[src/rtl/umi_pkg.sv]
// Shared UMI register-slave types: FSM states, captured request, address map, widths.
// Latency: n/a (declarations only).
// Backpressure: n/a.
package umi_pkg;

    localparam int UMI_AW = 18;
    localparam int UMI_DW = 36;

    localparam logic [UMI_AW-1:0] ADDR_ID       = 18'h00;
    localparam logic [UMI_AW-1:0] ADDR_STAT     = 18'h01;
    localparam logic [UMI_AW-1:0] ADDR_CFG_BASE = 18'h10;
    localparam logic [UMI_AW-1:0] ADDR_CFG_TOP  = 18'h1F;

    typedef enum logic [1:0] {
        ST_IDLE,
        ST_WAIT,
        ST_ACK,
        ST_DONE
    } umi_state_t;

    typedef struct packed {
        logic [UMI_AW-1:0] addr;
        logic [7:0]        wdata;
        logic              wr_n;
        logic [7:0]        stat;
        logic              busy;
    } umi_req_t;

    // Read responses replicate the byte across all four lanes.
    function automatic logic [UMI_DW-1:0] rep4(input logic [7:0] b);
        return {4'b0, b, b, b, b};
    endfunction

endpackage

[src/rtl/umi_reg_bank.sv]
// Config register storage and address decode; UMI_REG_SLAVE_RO_PROTECT_EN makes writes to 0x00-0x0F errors.
// Latency: decode combinational, write commits on the clock edge ending the commit cycle.
// Backpressure: none; busy requests are reported as retry and never written.
module umi_reg_bank
    import umi_pkg::*;
#(
    parameter logic [7:0] ID_VALUE = 8'hA5
) (
    input  logic           clk,
    input  logic           rstn,
    input  umi_req_t       dec_req,
    input  logic           commit,
    output logic [7:0]     rd_byte,
    output logic           err,
    output logic           retry,
    output logic [127:0]   cfg_out
);

    logic [15:0][7:0] cfg_q;
    logic             in_range;
    logic             is_cfg;
    logic             wr_ok;

    assign in_range = (dec_req.addr <= ADDR_CFG_TOP);
    assign is_cfg   = in_range && (dec_req.addr >= ADDR_CFG_BASE);

`ifdef UMI_REG_SLAVE_RO_PROTECT_EN
    assign err = !in_range || (dec_req.wr_n && !is_cfg);
`else
    assign err = !in_range;
`endif

    assign retry = dec_req.busy && !err;
    assign wr_ok = dec_req.wr_n && is_cfg && !err && !retry;

    always_comb begin
        rd_byte = 8'h00;
        if (dec_req.addr == ADDR_ID) begin
            rd_byte = ID_VALUE;
        end else if (dec_req.addr == ADDR_STAT) begin
            rd_byte = dec_req.stat;
        end else if (is_cfg) begin
            rd_byte = cfg_q[dec_req.addr[3:0]];
        end
    end

    always_ff @(posedge clk or negedge rstn) begin
        if (!rstn) begin
            cfg_q <= '0;
        end else if (commit && wr_ok) begin
            cfg_q[dec_req.addr[3:0]] <= dec_req.wdata;
        end
    end

    assign cfg_out = cfg_q;

endmodule

[src/rtl/umi_reg_slave.sv]
// UMI register slave: request capture, wait states, one-cycle ack; UMI_REG_SLAVE_RO_PROTECT_EN errors writes to 0x00-0x0F.
// Latency: ack WAIT_CYCLES+1 cycles after capture; dropping umi_req before ack aborts silently.
// Backpressure: umi_rdy is not required; a new request needs umi_req low for a cycle after the ack.
module umi_reg_slave
    import umi_pkg::*;
#(
    parameter logic [7:0] ID_VALUE    = 8'hA5,
    parameter int         WAIT_CYCLES = 2
) (
    input  logic              clk,
    input  logic              rstn,
    input  logic              umi_req,
    input  logic [UMI_AW-1:0] umi_addr,
    input  logic [UMI_DW-1:0] umi_wdata,
    input  logic              umi_wr_n,
    input  logic              umi_rdy,
    output logic [UMI_DW-1:0] umi_rdata,
    output logic              umi_ack,
    output logic              umi_retry,
    output logic              umi_err,
    input  logic [7:0]        stat_in,
    input  logic              busy_in,
    output logic [127:0]      cfg_out
);

    localparam logic [3:0] WAIT_LAST = (WAIT_CYCLES > 0) ? 4'(WAIT_CYCLES - 1) : 4'd0;

    umi_state_t        state_q, state_nxt;
    logic [3:0]        wait_cnt_q;
    umi_req_t          req_q, live_req, dec_req;
    logic              rsp_err_q, rsp_retry_q;
    logic [UMI_DW-1:0] rdata_q;
    logic [7:0]        rd_byte;
    logic              dec_err, dec_retry;
    logic              capture;
    logic              unused_ok;

    assign unused_ok = ^{umi_rdy, umi_wdata[UMI_DW-1:8]};

    assign live_req = '{addr: umi_addr, wdata: umi_wdata[7:0], wr_n: umi_wr_n,
                        stat: stat_in, busy: busy_in};

    // Decode the live request while idle so the response can be latched at capture.
    assign dec_req = (state_q == ST_IDLE) ? live_req : req_q;
    assign capture = (state_q == ST_IDLE) && umi_req;

    always_comb begin
        state_nxt = state_q;
        case (state_q)
            ST_IDLE: begin
                if (umi_req) begin
                    state_nxt = (WAIT_CYCLES > 0) ? ST_WAIT : ST_ACK;
                end
            end
            ST_WAIT: begin
                if (!umi_req) begin
                    state_nxt = ST_IDLE;
                end else if (wait_cnt_q == WAIT_LAST) begin
                    state_nxt = ST_ACK;
                end
            end
            ST_ACK: begin
                state_nxt = ST_DONE;
            end
            ST_DONE: begin
                if (!umi_req) begin
                    state_nxt = ST_IDLE;
                end
            end
            default: begin
                state_nxt = ST_IDLE;
            end
        endcase
    end

    always_ff @(posedge clk or negedge rstn) begin
        if (!rstn) begin
            state_q    <= ST_IDLE;
            wait_cnt_q <= 4'd0;
        end else begin
            state_q <= state_nxt;
            if (capture) begin
                wait_cnt_q <= 4'd0;
            end else if (state_q == ST_WAIT) begin
                wait_cnt_q <= wait_cnt_q + 4'd1;
            end
        end
    end

    always_ff @(posedge clk or negedge rstn) begin
        if (!rstn) begin
            req_q       <= '0;
            rsp_err_q   <= 1'b0;
            rsp_retry_q <= 1'b0;
            rdata_q     <= '0;
        end else if (capture) begin
            req_q       <= live_req;
            rsp_err_q   <= dec_err;
            rsp_retry_q <= dec_retry;
            rdata_q     <= (dec_err || dec_retry || umi_wr_n) ? '0 : rep4(rd_byte);
        end
    end

    umi_reg_bank #(
        .ID_VALUE (ID_VALUE)
    ) u_bank (
        .clk     (clk),
        .rstn    (rstn),
        .dec_req (dec_req),
        .commit  (state_q == ST_ACK),
        .rd_byte (rd_byte),
        .err     (dec_err),
        .retry   (dec_retry),
        .cfg_out (cfg_out)
    );

    assign umi_ack   = (state_q == ST_ACK);
    assign umi_err   = umi_ack && rsp_err_q;
    assign umi_retry = umi_ack && rsp_retry_q;
    assign umi_rdata = rdata_q;

endmodule

[config.mk]
export PLATFORM = sky130hd
export DESIGN_NAME = umi_reg_slave
export DESIGN_NICKNAME = d
export VERILOG_FILES = /design/src/rtl/umi_pkg.sv /design/src/rtl/umi_reg_bank.sv /design/src/rtl/umi_reg_slave.sv
export SDC_FILE = /design/constraint.sdc
export NUM_CORES = 1
export LEC_CHECK = 0
export BUFFER_PORTS_ARGS = -buffer_cell sky130_fd_sc_hd__buf_2
export CAP_MARGIN = 25
export CORE_MARGIN = 2
export CORE_UTILIZATION = 50
export DETAILED_ROUTE_END_ITERATION = 7
export PLACE_DENSITY = 0.76
export SLEW_MARGIN = 25
export SYNTH_ARGS = -nofsm -noshare
export SYNTH_HDL_FRONTEND = slang
export SYNTH_SLANG_ARGS = --single-unit
[constraint.sdc]
create_clock -name clk -period 3.2 [get_ports clk]
set_clock_uncertainty 0.05 [all_clocks]
set_input_delay 0.64 -clock clk [delete_from_list [all_inputs] [get_ports clk]]
set_output_delay 0.64 -clock clk [all_outputs]
set_load 0.05 [all_outputs]
Word level (Yosys, flattened, before mapping). Cells that the tools add are included.

Flip-flop bits (word level): 208. Memory bits (writable): 0. Memories: 0. ROM bits: 0. Output and inout bits: 167. Bits in latches: 0. Logic and storage cells: 74.

Order comparisons: 4. Equal/unequal tests: 8. Mux-type cells: 17. $add $sub $neg: 1. Shift operators: 0. $mul: 0. Div/mod/pow operators: 0. Bitwise logic cells: 0. Reductions and logical operators: 18.

Operators with widths (count): 128-bit bitwise mux (1); 8-bit two-way mux (5); 36-bit two-way mux (1); 8-bit binary-select mux with 4-bit select (1); 8-bit demux with 4-bit select (1); 32-bit two-way mux (1); 18-bit by 1-bit == test with 1-bit output, second input constant (1); 18-bit by 5-bit >= comparator with 1-bit output, second input constant (1); 18-bit by 5-bit <= comparator with 1-bit output, second input constant (1); 18-bit zero test (1); 1-bit logical AND (10); 2-bit two-way mux (4); 4-bit two-way mux (2); 2-bit case mux with 4 select lines (1); 4-bit by 5-bit less-than comparator with 1-bit output, second input constant (1); 4-bit by 1-bit adder with 4-bit output, second input constant (1); 2-bit == test, second input constant (2); 4-bit by 1-bit == test with 1-bit output, second input constant (1); 4-bit by 1-bit >= comparator with 1-bit output, second input constant (1); 2-bit inequality test, second input constant (2); 3-bit inequality test, second input constant (1); 3-bit AND reduction (1); 2-bit by 1-bit == test with 1-bit output, second input constant (1); 1-bit zero test (2); 3 further kinds (4).

Logic depth before layout (Yosys ltp). Gate-level depths: netlist of run 1.

Depth after elaboration: 8. Depth in mapped cells: 10. Mapped depth without buffers: 6.

By module. A second synthesis of run 1 with hierarchy kept.

Cells, all modules: 596. Area total of the unflattened synthesis: 9031.2 µm².

Modules (own cells, without submodules): umi_reg_bank (cells each 395, times used 1, area each 6367.4 µm²); umi_reg_slave (cells each 201, times used 1, area each 2663.8 µm²).

Least setup slack after synthesis of run 1. OpenSTA, ideal clock, no wires.

Path kind: input-to-reg. Start point: input umi_addr[3]. End point: register u_bank.cfg_q (netlist bit u_bank.cfg_out[16]). Slack: 0.792 ns. Stages: 6. Arrival: 2.234 ns. Cell sequence: nor4_1 -> a21oi_2 -> or3_1 -> buf_2 -> nor3_4 -> mux2_2.

Cells in the longest elaborated chain, start to end: 7.

RTL lines: start: declaration (RTL line umi_reg_slave.sv:13) `input logic [UMI_AW-1:0] umi_addr,`; 36-bit two-way mux * (RTL line umi_reg_slave.sv:44) `assign dec_req = (state_q == ST_IDLE) ? live_req : req_q;`; 18-bit by 5-bit <= comparator with 1-bit output or 18-bit by 5-bit >= comparator with 1-bit output (tied branches) (RTL line umi_reg_bank.sv:24, umi_reg_bank.sv:25); 1-bit logical AND (RTL line umi_reg_bank.sv:25) `assign is_cfg = in_range && (dec_req.addr >= ADDR_CFG_BASE);`; 1-bit logical AND (3 in a row) (RTL line umi_reg_bank.sv:34) `assign wr_ok = dec_req.wr_n && is_cfg && !err && !retry;`; 1-bit logical AND (RTL line umi_reg_bank.sv:50) `end else if (commit && wr_ok) begin`; end signal: indexed assignment (RTL line umi_reg_bank.sv:51) `cfg_q[dec_req.addr[3:0]] <= dec_req.wdata;`; end: declaration (RTL line umi_reg_bank.sv:19) `logic [15:0][7:0] cfg_q;`.

Every way passes the cells marked *; elsewhere a longest branch is shown, timed or not. A chain may end at the register's enable or synchronous reset.

==> flow_summary_export.csv, run 1 <==
group,metric,value,unit
status,status,"finished, final reports clean",
setup_path,cpMostUsedCell,"buf_4",
final_layout,fillers,1558,
pwr,power_frac_comb,0.384,
drt,vias_per_cell,5.926,
final_layout,layout-drive-gt1-share,0.4316,
logic_synthesis,synthArstFlopShare,1.000,
clocking,cts_sinks,180,
clocking,htree_levels,4,
setup_path,worst_path_largest_cell_delay,0.53,ns
die,dieArea,19810,µm²
timing,finalCriticalPeriod,2.780,ns
drt,ant_nets,0,
global_routing,use_met2,0.4254,
logic_synthesis,yosys_warnings,0,
final_layout,stdcell_area,11040,µm²
clocking,numCtsBuffers,17,
global_routing,grt_pass1_wl,40.72,mm
placed_design,dpl.hpwl,18.83,mm
setup_path,cp_top_family,"simple AND/OR/NAND/NOR gates",
placed_design,io_buffers,201,
logic_synthesis,synth_flop_cell,"dfrtp_1",
clocking,cts_hold_buf,0,
pwr,clkPwrFrac,0.264,
timing,setup-violations-final,0,
global_routing,grt_max_degree,69,
global_routing,grt-ovfl-total,0,
timing,rsz0062_at_grt,"false",
global_routing,grt_use_met3,0.06658,
logic_synthesis,synth_edf_count,0,
timing,setup_tns,0,ns
logic_synthesis,ys_types,65,
timing,hold_slack,0.1166,ns
setup_path,crit_type,"reg -> reg",
die,io_pins,235,
clocking,clk_latency,0.44,ns
setup_path,path_buf_inv,2,
timing,report.final.hold_viol_count,0,
setup_path,slowest_stage,"dfrtp_1",
die,core_area,18520,µm²
clocking,cts_buffer_depth,2,
global_routing,grt_pass1_vias,7093,
clocking,postCtsSetupBuffers,0,
timing,fin_crit_sh,0.8688,
die,start_util,0.5051,
clocking,cts_tree,"yes",
placed_design,gp_congestion,0.9127,
drt,drt_pre_antenna_iters,5,
pwr,peakVddDrop,470.9,µV
logic_synthesis,synthesis.instances,840,
timing,slew_headroom,0.3081,
timing,drv_slew,0,
setup_path,path_cells,"nor2_4 -> buf_4 -> a21o_1 -> buf_4 -> nand2_1 -> nor2_2 -> mux2_2",
worst_hold_path,hold_class,"in -> async",
timing,worst_pin_slew,1.029,ns
clocking,path_clk_slew,0.07,ns
timing,fmax,359.7,MHz
die,rows,50,
final_layout,final_common_cell,"buf_2",
final_layout,final_cell_mix,"200 x buf_2, 180 x dfrtp_1, 147 x mux2_2",
pwr,p_switching,3166,µW
final_layout,syn_to_final_growth,17.99,%
setup_path,cp.required,3.47,ns
clocking,cts-root-buf,"clkbuf_16",
drt,wire_per_inst,21.30,µm
die,die_h,140.8,µm
final_layout,layout.nets,1082,
placed_design,dpl_cell_area,10460,µm²
final_layout,diodes,0,
drt,drc,0,
drt,initialDrtViolationCount,568,
die,fp.dieW,140.8,µm
logic_synthesis,ys_seq_elements,180,
pwr,power_density,710.4,nW/µm²
drt,routed_wirelength,26.80,mm
global_routing,grt_most_used_layer,"met2",
timing,setup_ws,0.4199,ns
setup_path,critPathCaptureType,"flip-flop",
logic_synthesis,seq_area_frac_synth,0.4816,
final_layout,fin_cells,1258,
placed_design,place_inst,1227,
setup_path,crit_path_max_fanout,19,
placed_design,place_ws,0.4113,ns
pwr,p_sw_frac,0.4038,
setup_path,worst_setup_path_start_kind,"flip-flop",
pwr,leakage,0.005650,µW
setup_path,arrival,3.05,ns
global_routing,antenna_found_initial,0,
logic_synthesis,synth_area,9353,µm²
pwr,p_int,4675,µW
logic_synthesis,avgSynthCellArea,11.13,µm²
clocking,cts-resized-gates,0,
run,cap_violations,0,
global_routing,grt_util_all_layers,0.2693,
global_routing,use_met1,0.3703,
pwr,seq_power_share,0.352,
drt,num_vias,7455,
-- path summary, 6_finish.rpt --
kind	end	from	slack [ns]	cells past startpoint
hold / removal	u_bank.cfg_out[41]$_DFFE_PN0P_	rstn	0.12	1
setup reg to reg	u_bank.cfg_out[92]$_DFFE_PN0P_	flip-flop	0.42	7
max in group asynchronous	u_bank.cfg_out[67]$_DFFE_PN0P_	rstn	2.15	2
hold reg to reg	req_q[2]$_DFFE_PN0P_	req_q[2]$_DFFE_PN0P_	0.46	1
min in group clk	req_q[25]$_DFFE_PN0P_	umi_addr[7]	0.39	2
setup / recovery	u_bank.cfg_out[92]$_DFFE_PN0P_	flip-flop	0.42	7
-- routing by layer --
metal / up-vias / part of all wire
met5: - / 0
met4: 0 / 0.025
met3: 50 / 0.080
met2: 387 / 0.46
met1: 3663 / 0.43
li1: 3355 / -
-- sequential cells by signal (all words and copies together) (netlist names), named ones only --
signal and count:
state_q 1, u_bank.cfg_out 128, rsp_retry_q 1, req_q 36, umi_rdata 8, wait_cnt_q 4, rsp_err_q 1
-- cells by family after synthesis --
group / Yosys count / share of synthesized area
compound gates: 140 / 0.09686
xor+xnor: 2 / 0.001873
fa+ha+maj: 2 / 0.002675
buf+inv: 87 / 0.05003
flops: 180 / 0.4816
mux: 217 / 0.2524
other cells: 1 / 0.0004010
simple gates: 211 / 0.1141
-- power groups by stage --
stage,sequential (µW),combinational (µW),clock (µW)
5_1_grt,2800,3230,2180
4_1_cts,2750,2960,2090
3_5_place_dp,2790,2930,0
2_1_floorplan,2700,2140,0
3_3_place_gp,2780,2880,0
6_report,2760,3010,2070
-- synthesized netlist by cell type, types with 3 or more instances --
| master | count | area share |
|---|---|---|
| inv_1 | 6 | 0.0024 |
| a211oi_1 | 4 | 0.0032 |
| a21oi_1 | 17 | 0.0091 |
| and3_1 | 6 | 0.0040 |
| a32oi_1 | 4 | 0.0037 |
| nor2b_1 | 6 | 0.0040 |
| nor4b_1 | 3 | 0.0028 |
| nor3_1 | 5 | 0.0027 |
| o211ai_1 | 16 | 0.013 |
| nand2_1 | 77 | 0.031 |
| nor4_1 | 4 | 0.0027 |
| a21oi_2 | 3 | 0.0028 |
| buf_2 | 26 | 0.014 |
| mux2i_1 | 68 | 0.073 |
| a2bb2oi_1 | 3 | 0.0028 |
| nor2_4 | 4 | 0.0048 |
| or2_2 | 8 | 0.0054 |
| o22ai_1 | 3 | 0.0020 |
| mux2_2 | 147 | 0.18 |
| dfrtp_1 | 180 | 0.48 |
| buf_4 | 29 | 0.023 |
| a22oi_1 | 8 | 0.0064 |
| a41oi_1 | 4 | 0.0037 |
| o21ai_0 | 51 | 0.027 |
| nor2_1 | 53 | 0.021 |
| a31oi_1 | 8 | 0.0054 |
| buf_1 | 4 | 0.0016 |
| clkbuf_1 | 22 | 0.0088 |
| nor2_2 | 6 | 0.0040 |
| nand4_1 | 3 | 0.0020 |
| nand3_1 | 13 | 0.0070 |
| o32ai_1 | 4 | 0.0037 |
-- worst register-to-register path, cell delays in order, from the launching register on --
cell and delay [ns]:
dfrtp_1 0.53, nor2_4 0.31, buf_4 0.26, a21o_1 0.19
buf_4 0.26, nand2_1 0.17, nor2_2 0.51, mux2_2 0.40
-- layout make-up --
| type | instances | area [µm²] | share of cell area |
|---|---|---|---|
| inverter | 6 | 22.52 | 0.002041 |
| clock buffer | 17 | 425.4 | 0.03855 |
| sequential | 180 | 4504 | 0.4082 |
| tap | 234 | 292.8 | 0.02653 |
| multi-input combinational | 576 | 4394 | 0.3982 |
| timing repair buffer | 231 | 1250 | 0.1133 |
| clock inverter | 14 | 146.4 | 0.01327 |
-- per-stage QoR --
stage / utilization / power, µW
after floorplan: - / 4840
after global placement: 0.5651 / 5656
after detailed placement: 0.5651 / 5720
after CTS: 0.5959 / 7798
after global routing: 0.5959 / 8209
final: 0.5959 / 7840
Power figures use the tool's default switching activity.
==> inputs of run 2 (changes only) <==
--- a/config.mk
+++ b/config.mk
@@ -12,4 +12,5 @@
 export DETAILED_ROUTE_END_ITERATION = 7
 export PLACE_DENSITY = 0.76
+export SKIP_CTS_REPAIR_TIMING = 1
 export SLEW_MARGIN = 25
 export SYNTH_ARGS = -nofsm -noshare
==> constraint.sdc (replaced) <==
create_clock -name clk -period 3.2 [get_ports clk]
set_clock_uncertainty 0.05 [all_clocks]
set_input_delay 0.48 -clock clk [delete_from_list [all_inputs] [get_ports clk]]
set_output_delay 0.48 -clock clk [all_outputs]
set_load 0.05 [all_outputs]
==> run 2 against run 1 <==
- sequential share of layout area decreased by 0.22 points
- largest power group unchanged
- critical path type unchanged
- non-clock buffer count up 6
- power increased by 0.37%
- critical path depth did not move
==> flow_summary_export.csv, run 2 (synthesis gave the netlist of run 1 again) <==
group,metric,value,unit
drt,wl_met2,12.14,mm
drt,drt_pre_antenna_iters,7,
drt,initialDrtViolationCount,565,
setup_path,crit_type,"reg -> reg",
clocking,cts_tree,"yes",
final_layout,stdcell_area,11090,µm²
setup_path,worst_setup_path_start_kind,"flip-flop",
pwr,peakVddDrop,548.2,µV
clocking,clk_latency,0.44,ns
setup_path,path_cells,"nor2_4 -> buf_4 -> a21o_1 -> buf_4 -> nand2_1 -> nor2_2 -> mux2_2",
drt,maxUsedRoutingLayer,"met4",
timing,worst_pin_slew,0.9260,ns
timing,setup-violations-final,0,
setup_path,crit_path_max_fanout,19,
drt,vias_per_cell,5.907,
timing,finalCriticalPeriod,2.897,ns
final_layout,seq_area,4504,µm²
drt,met3_length,2.033,mm
final_layout,multi_input_comb_area,4399,µm²
timing,setup_tns,0,ns
final_layout,final_common_cell,"buf_2",
drt,ant_nets,0,
timing,slew_headroom,0.3742,
drt,routed_wirelength,26.44,mm
pwr,power_density,709.3,nW/µm²
status,status,"finished, final reports clean",
timing,fin_crit_sh,0.9053,
global_routing,grt_pass1_wl,40.67,mm
clocking,numCtsBuffers,17,
pwr,p_int,4724,µW
setup_path,slowest_stage,"dfrtp_1",
placed_design,gp_congestion,0.9065,
placed_design,dpl.hpwl,18.85,mm
pwr,p_switching,3145,µW
final_layout,diodes,0,
pwr,clkPwrFrac,0.261,
final_layout,layout.nets,1088,
die,rows,50,
setup_path,critPathCaptureType,"flip-flop",
die,fp.dieW,140.8,µm
run,cap_violations,0,
drt,num_vias,7472,
setup_path,arrival,3.17,ns
global_routing,grt_util_all_layers,0.2684,
global_routing,antenna_found_initial,0,
global_routing,grt_max_degree,75,
final_layout,largest_register_ffs,128,
die,core_area,18520,µm²
timing,report.final.hold_viol_count,0,
drt,wire_per_inst,20.90,µm
drt,drc,0,
worst_hold_path,hold_class,"in -> async",
clocking,htree_levels,4,
setup_path,worst_path_largest_cell_delay,0.52,ns
pwr,p_sw_frac,0.3997,
timing,drv_slew,0,
clocking,cts-root-buf,"clkbuf_16",
die,dieArea,19810,µm²
final_layout,syn_to_final_growth,18.62,%
pwr,leakage,0.005693,µW
final_layout,layout-drive-gt1-share,0.4365,
final_layout,fillers,1572,
die,io_pins,235,
clocking,path_clk_slew,0.07,ns
drt,met1_length,11.48,mm
clocking,cts_buffer_depth,2,
pwr,seq_power_share,0.351,
setup_path,reg2regPathDepth,7,
timing,rsz0062_at_grt,"false",
die,start_util,0.5051,
timing,fmax,345.2,MHz
placed_design,dpl_cell_area,10520,µm²
setup_path,cpMostUsedCell,"buf_4",
die,die_h,140.8,µm
final_layout,final_cell_mix,"200 x buf_2, 180 x dfrtp_1, 147 x mux2_2",
setup_path,cp.required,3.47,ns
global_routing,grt_pass1_vias,7173,
placed_design,io_buffers,201,
clocking,cts_sinks,180,
global_routing,grt-ovfl-total,0,
pwr,power_frac_comb,0.388,
## run 2: cell count changes in the layout (fill, tap and decap cells not counted), sizes merged
cell      delta
buf          +6
clkinv       +1
clkinvlp     -2
inv          +2
## run 2: final cells by class
class | count | share of cell area
sequential | 180 | 0.4060
timing repair buffer | 237 | 0.1179
clock inverter | 15 | 0.01286
inverter | 6 | 0.002030
clock buffer | 17 | 0.03834
multi-input combinational | 576 | 0.3965
tap | 234 | 0.02639
## run 2: per-layer routing
| layer | track usage | vias up |
|---|---|---|
| met3 | 0.08050 | 57 |
| li1 | - | 3363 |
| met4 | 0.09684 | 0 |
| met5 | 0 | - |
| met2 | 0.4162 | 319 |
| met1 | 0.3601 | 3733 |
## run 2: final timing paths
check                                 startpoint                        endpoint  slack [ns]
min in group clk                      stat_in[4]            req_q[5]$_DFFE_PN0P_        0.23
setup / recovery                       flip-flop  u_bank.cfg_out[90]$_DFFE_PN0P_        0.30
max in group asynchronous                   rstn  u_bank.cfg_out[82]$_DFFE_PN0P_        2.29
hold reg to reg            rsp_err_q$_DFFE_PN0P_           rsp_err_q$_DFFE_PN0P_        0.44
setup reg to reg                       flip-flop  u_bank.cfg_out[90]$_DFFE_PN0P_        0.30
hold / removal                              rstn            req_q[4]$_DFFE_PN0P_        0.04
## run 2: through the flow
| step | power (µW) | worst slack, ns | std cells | hold slack (ns) | util |
|---|---|---|---|---|---|
| finish | 7869 | 0.3030 | 1265 | 0.03668 | 0.5991 |
| global route | 8260 | 0.1219 | 1265 | 0.09210 | 0.5991 |
| global placement | 5726 | 0.4579 | 1233 | 0.4243 | 0.5682 |
| CTS | 7843 | 0.3417 | 1265 | 0.04799 | 0.5989 |
| floorplan | 4840 | 0.9163 | 843 | 0.1344 | - |
| detailed placement | 5778 | 0.3672 | 1233 | 0.4276 | 0.5682 |
## run 2: critical path, delay by kind of cell (launching register included)
| kind | cells | cell delay [ns] |
|---|---|---|
| simple gates | 3 | 1.04 |
| buf+inv | 2 | 0.56 |
| mux | 1 | 0.39 |
| compound gates | 1 | 0.19 |
| flops | 1 | 0.52 |
## run 2: power groups by stage
stage               Clock (µW)  Sequential, µW  Combinational, µW
floorplan                    0            2700               2140
global placement             0            2780               2950
finish                    2050            2760               3050
CTS                       2090            2760               2990
detailed placement           0            2800               2980
global route              2170            2800               3290
==> inputs of run 3 (changes only) <==
- ABC_AREA: default -> 1
- PLACE_DENSITY: 0.76 -> 0.75
==> run 3 against run 2 <==
- sequential power decreased by 3%
- worst setup slack improved by 0.044 ns
- via count up 21%
- non-clock buffer count is 8 lower
- hold slack better by 0.17 ns
- count of clock-buffer cells in the layout rose by 3
- register-to-register slack improved by 0.04 ns
- flip-flop and latch count unchanged
- critical path depth up 6
- critical path type unchanged
- highest routed layer unchanged
==> flow_summary_export.csv, run 3 <==
group,metric,value,unit
status,status,"finished, final reports clean",
global_routing,grt_util_all_layers,0.2792,
logic_synthesis,synth.most_common_cell,"nand2_1",
clocking,clk_latency,0.44,ns
setup_path,slowest_stage,"dfrtp_1",
final_layout,layout.nets,1543,
worst_hold_path,min_from,"umi_addr[15]",
logic_synthesis,synth_common_cells,"485 x nand2_1, 180 x dfrtp_1, 165 x inv_1",
timing,rsz0062_at_grt,"false",
logic_synthesis,synth_area,9618,µm²
clocking,cts_tree,"yes",
logic_synthesis,ys_seq_elements,180,
pwr,power_density,796.8,nW/µm²
timing,fin_crit_sh,0.8915,
logic_synthesis,yosys_warnings,0,
setup_path,crit_path_max_fanout,21,
timing,drv_slew,0,
setup_path,worst_path_largest_cell_delay,0.42,ns
final_layout,layout-drive-gt1-share,0.1899,
drt,vias_per_cell,5.259,
drt,initialDrtViolationCount,780,
clocking,numCtsBuffers,17,
global_routing,grt_max_degree,85,
final_layout,largest_register_ffs,128,
die,dieArea,20360,µm²
timing,finalCriticalPeriod,2.853,ns
final_layout,fin_cells,1720,
setup_path,cp.required,3.47,ns
clocking,htree_levels,4,
drt,num_vias,9045,
die,start_util,0.5125,
die,io_pins,235,
timing,slew_headroom,0.2850,
logic_synthesis,synthArstFlopShare,1.000,
setup_path,arrival,3.13,ns
clocking,cts-root-buf,"clkbuf_16",
placed_design,gp_congestion,0.9499,
final_layout,syn_to_final_growth,16.73,%
global_routing,grt-ovfl-total,0,
logic_synthesis,synth_top_area_share,0.4683,
drt,drt_pre_antenna_iters,7,
die,fp.dieW,142.7,µm
timing,report.final.hold_viol_count,0,
die,core_area,18770,µm²
global_routing,antenna_found_initial,0,
die,rows,50,
worst_hold_path,hold_class,"in -> reg",
placed_design,dpl.hpwl,19.10,mm
final_layout,final_core_util,0.5982,
timing,setup_tns,0,ns
drt,drc,0,
logic_synthesis,seq_area_frac_synth,0.4683,
logic_synthesis,synth_area_leaders,"dfrtp_1 47%, nand2_1 19%, inv_1 6.4%, nand3_1 5.6%, o21ai_1 4.9%",
logic_synthesis,synth_flop_cell,"dfrtp_1",
logic_synthesis,synthesis.instances,1322,
global_routing,grt_pass1_wl,43.78,mm
logic_synthesis,synth_edf_count,0,
pwr,peakVddDrop,933.7,µV
logic_synthesis,ys_types,32,
timing,fmax,350.5,MHz
setup_path,cpMostUsedCell,"nand2_1",
timing,setup-violations-final,0,
placed_design,place_inst,1687,
logic_synthesis,synth_area_leader_cell,"dfrtp_1",
setup_path,worst_setup_path_start_kind,"flip-flop",
placed_design,io_buffers,201,
setup_path,critPathCaptureType,"flip-flop",
die,die_h,142.7,µm
logic_synthesis,avgSynthCellArea,7.275,µm²
drt,ant_nets,0,
run,cap_violations,0,
drt,wire_per_inst,16.21,µm
drt,routed_wirelength,27.88,mm
setup_path,path_cells,"nor2_4 -> buf_4 -> nand2_1 -> nand2_1 -> nand2_1 -> nor2_1 -> nand3_1 -> nand2_1 -> nor2_1 -> nand2_1 -> nand2_1 -> nand2_1 -> nand2_1",
setup_path,cp_top_family,"simple AND/OR/NAND/NOR gates",
final_layout,stdcell_area,11230,µm²
final_layout,final_common_cell,"nand2_1",
setup_path,path_buf_inv,1,
timing,worst_pin_slew,1.065,ns
clocking,cts_buffer_depth,2,
placed_design,dpl_cell_area,10630,µm²
clocking,cts_sinks,180,
clocking,path_clk_slew,0.06,ns
setup_path,crit_type,"reg -> reg",
pwr,leakage,0.006130,µW
final_layout,final_cell_mix,"483 x nand2_1, 200 x buf_2, 180 x dfrtp_1",
global_routing,grt_pass1_vias,8158,
-- run 3: layout make-up --
cell class / count / area, µm²
fill: 1727 / 7541
sequential: 180 / 4504
multi-input combinational: 878 / 3980
timing repair buffer: 229 / 1237
inverter: 167 / 626.9
clock buffer: 20 / 456.7
tap: 234 / 292.8
clock inverter: 11 / 126.4
antenna: 1 / 2.502
-- run 3: through the flow --
step | power [µW] | worst slack (ns) | hold slack [ns]
6_report | 8946 | 0.3472 | 0.2067
5_1_grt | 9571 | 0.03452 | 0.2158
4_1_cts | 8890 | 0.3810 | -0.07899
3_5_place_dp | 6771 | 0.3989 | 0.3912
3_3_place_gp | 6708 | 0.4854 | 0.3877
2_1_floorplan | 5475 | 0.6482 | 0.1344
-- run 3: metal layers --
metal	global-route usage	vias up	routed length, µm	share of wire
li1	-	4397	-	-
met1	0.4037	4196	12170	0.44
met2	0.4271	393	12740	0.46
met3	0.04292	59	2193	0.079
met4	0.1037	0	782	0.028
met5	0	-	0	0
-- run 3: path summary, 6_finish.rpt --
check,endpoint,slack (ns),depth (start not counted)
setup / recovery,umi_rdata[28]$_DFFE_PN0P_,0.35,13
max in group asynchronous,req_q[0]$_DFFE_PN0P_,1.79,3
hold / removal,req_q[33]$_DFFE_PN0P_,0.21,3
min in group asynchronous,u_bank.cfg_out[52]$_DFFE_PN0P_,0.49,2
setup reg to reg,umi_rdata[28]$_DFFE_PN0P_,0.35,13
hold reg to reg,wait_cnt_q[3]$_DFFE_PN0P_,0.42,1
-- run 3: kinds of logic after synthesis --
group / Yosys count / synth area share
simple gates: 673 / 0.3018
buf+inv: 267 / 0.1201
compound gates: 197 / 0.1049
flops: 180 / 0.4683
fa+ha+maj: 2 / 0.002601
other cells: 1 / 0.0003899
xor+xnor: 1 / 0.0009108
mux: 1 / 0.001041
-- run 3: power breakdown --
group	internal (µW)	switching [µW]	leakage (µW)
clock	1190	937	0.000275
combinational	1140	2990	0.00341
sequential	2540	149	0.00244
total	4870	4070	0.00613
-- run 3: worst min-delay path: cells and delay by family --
| family | cells | cell delay, ns |
|---|---|---|
| AND/OR/NAND/NOR | 2 | 0.09 |
| buffers and inverters | 1 | 0.08 |
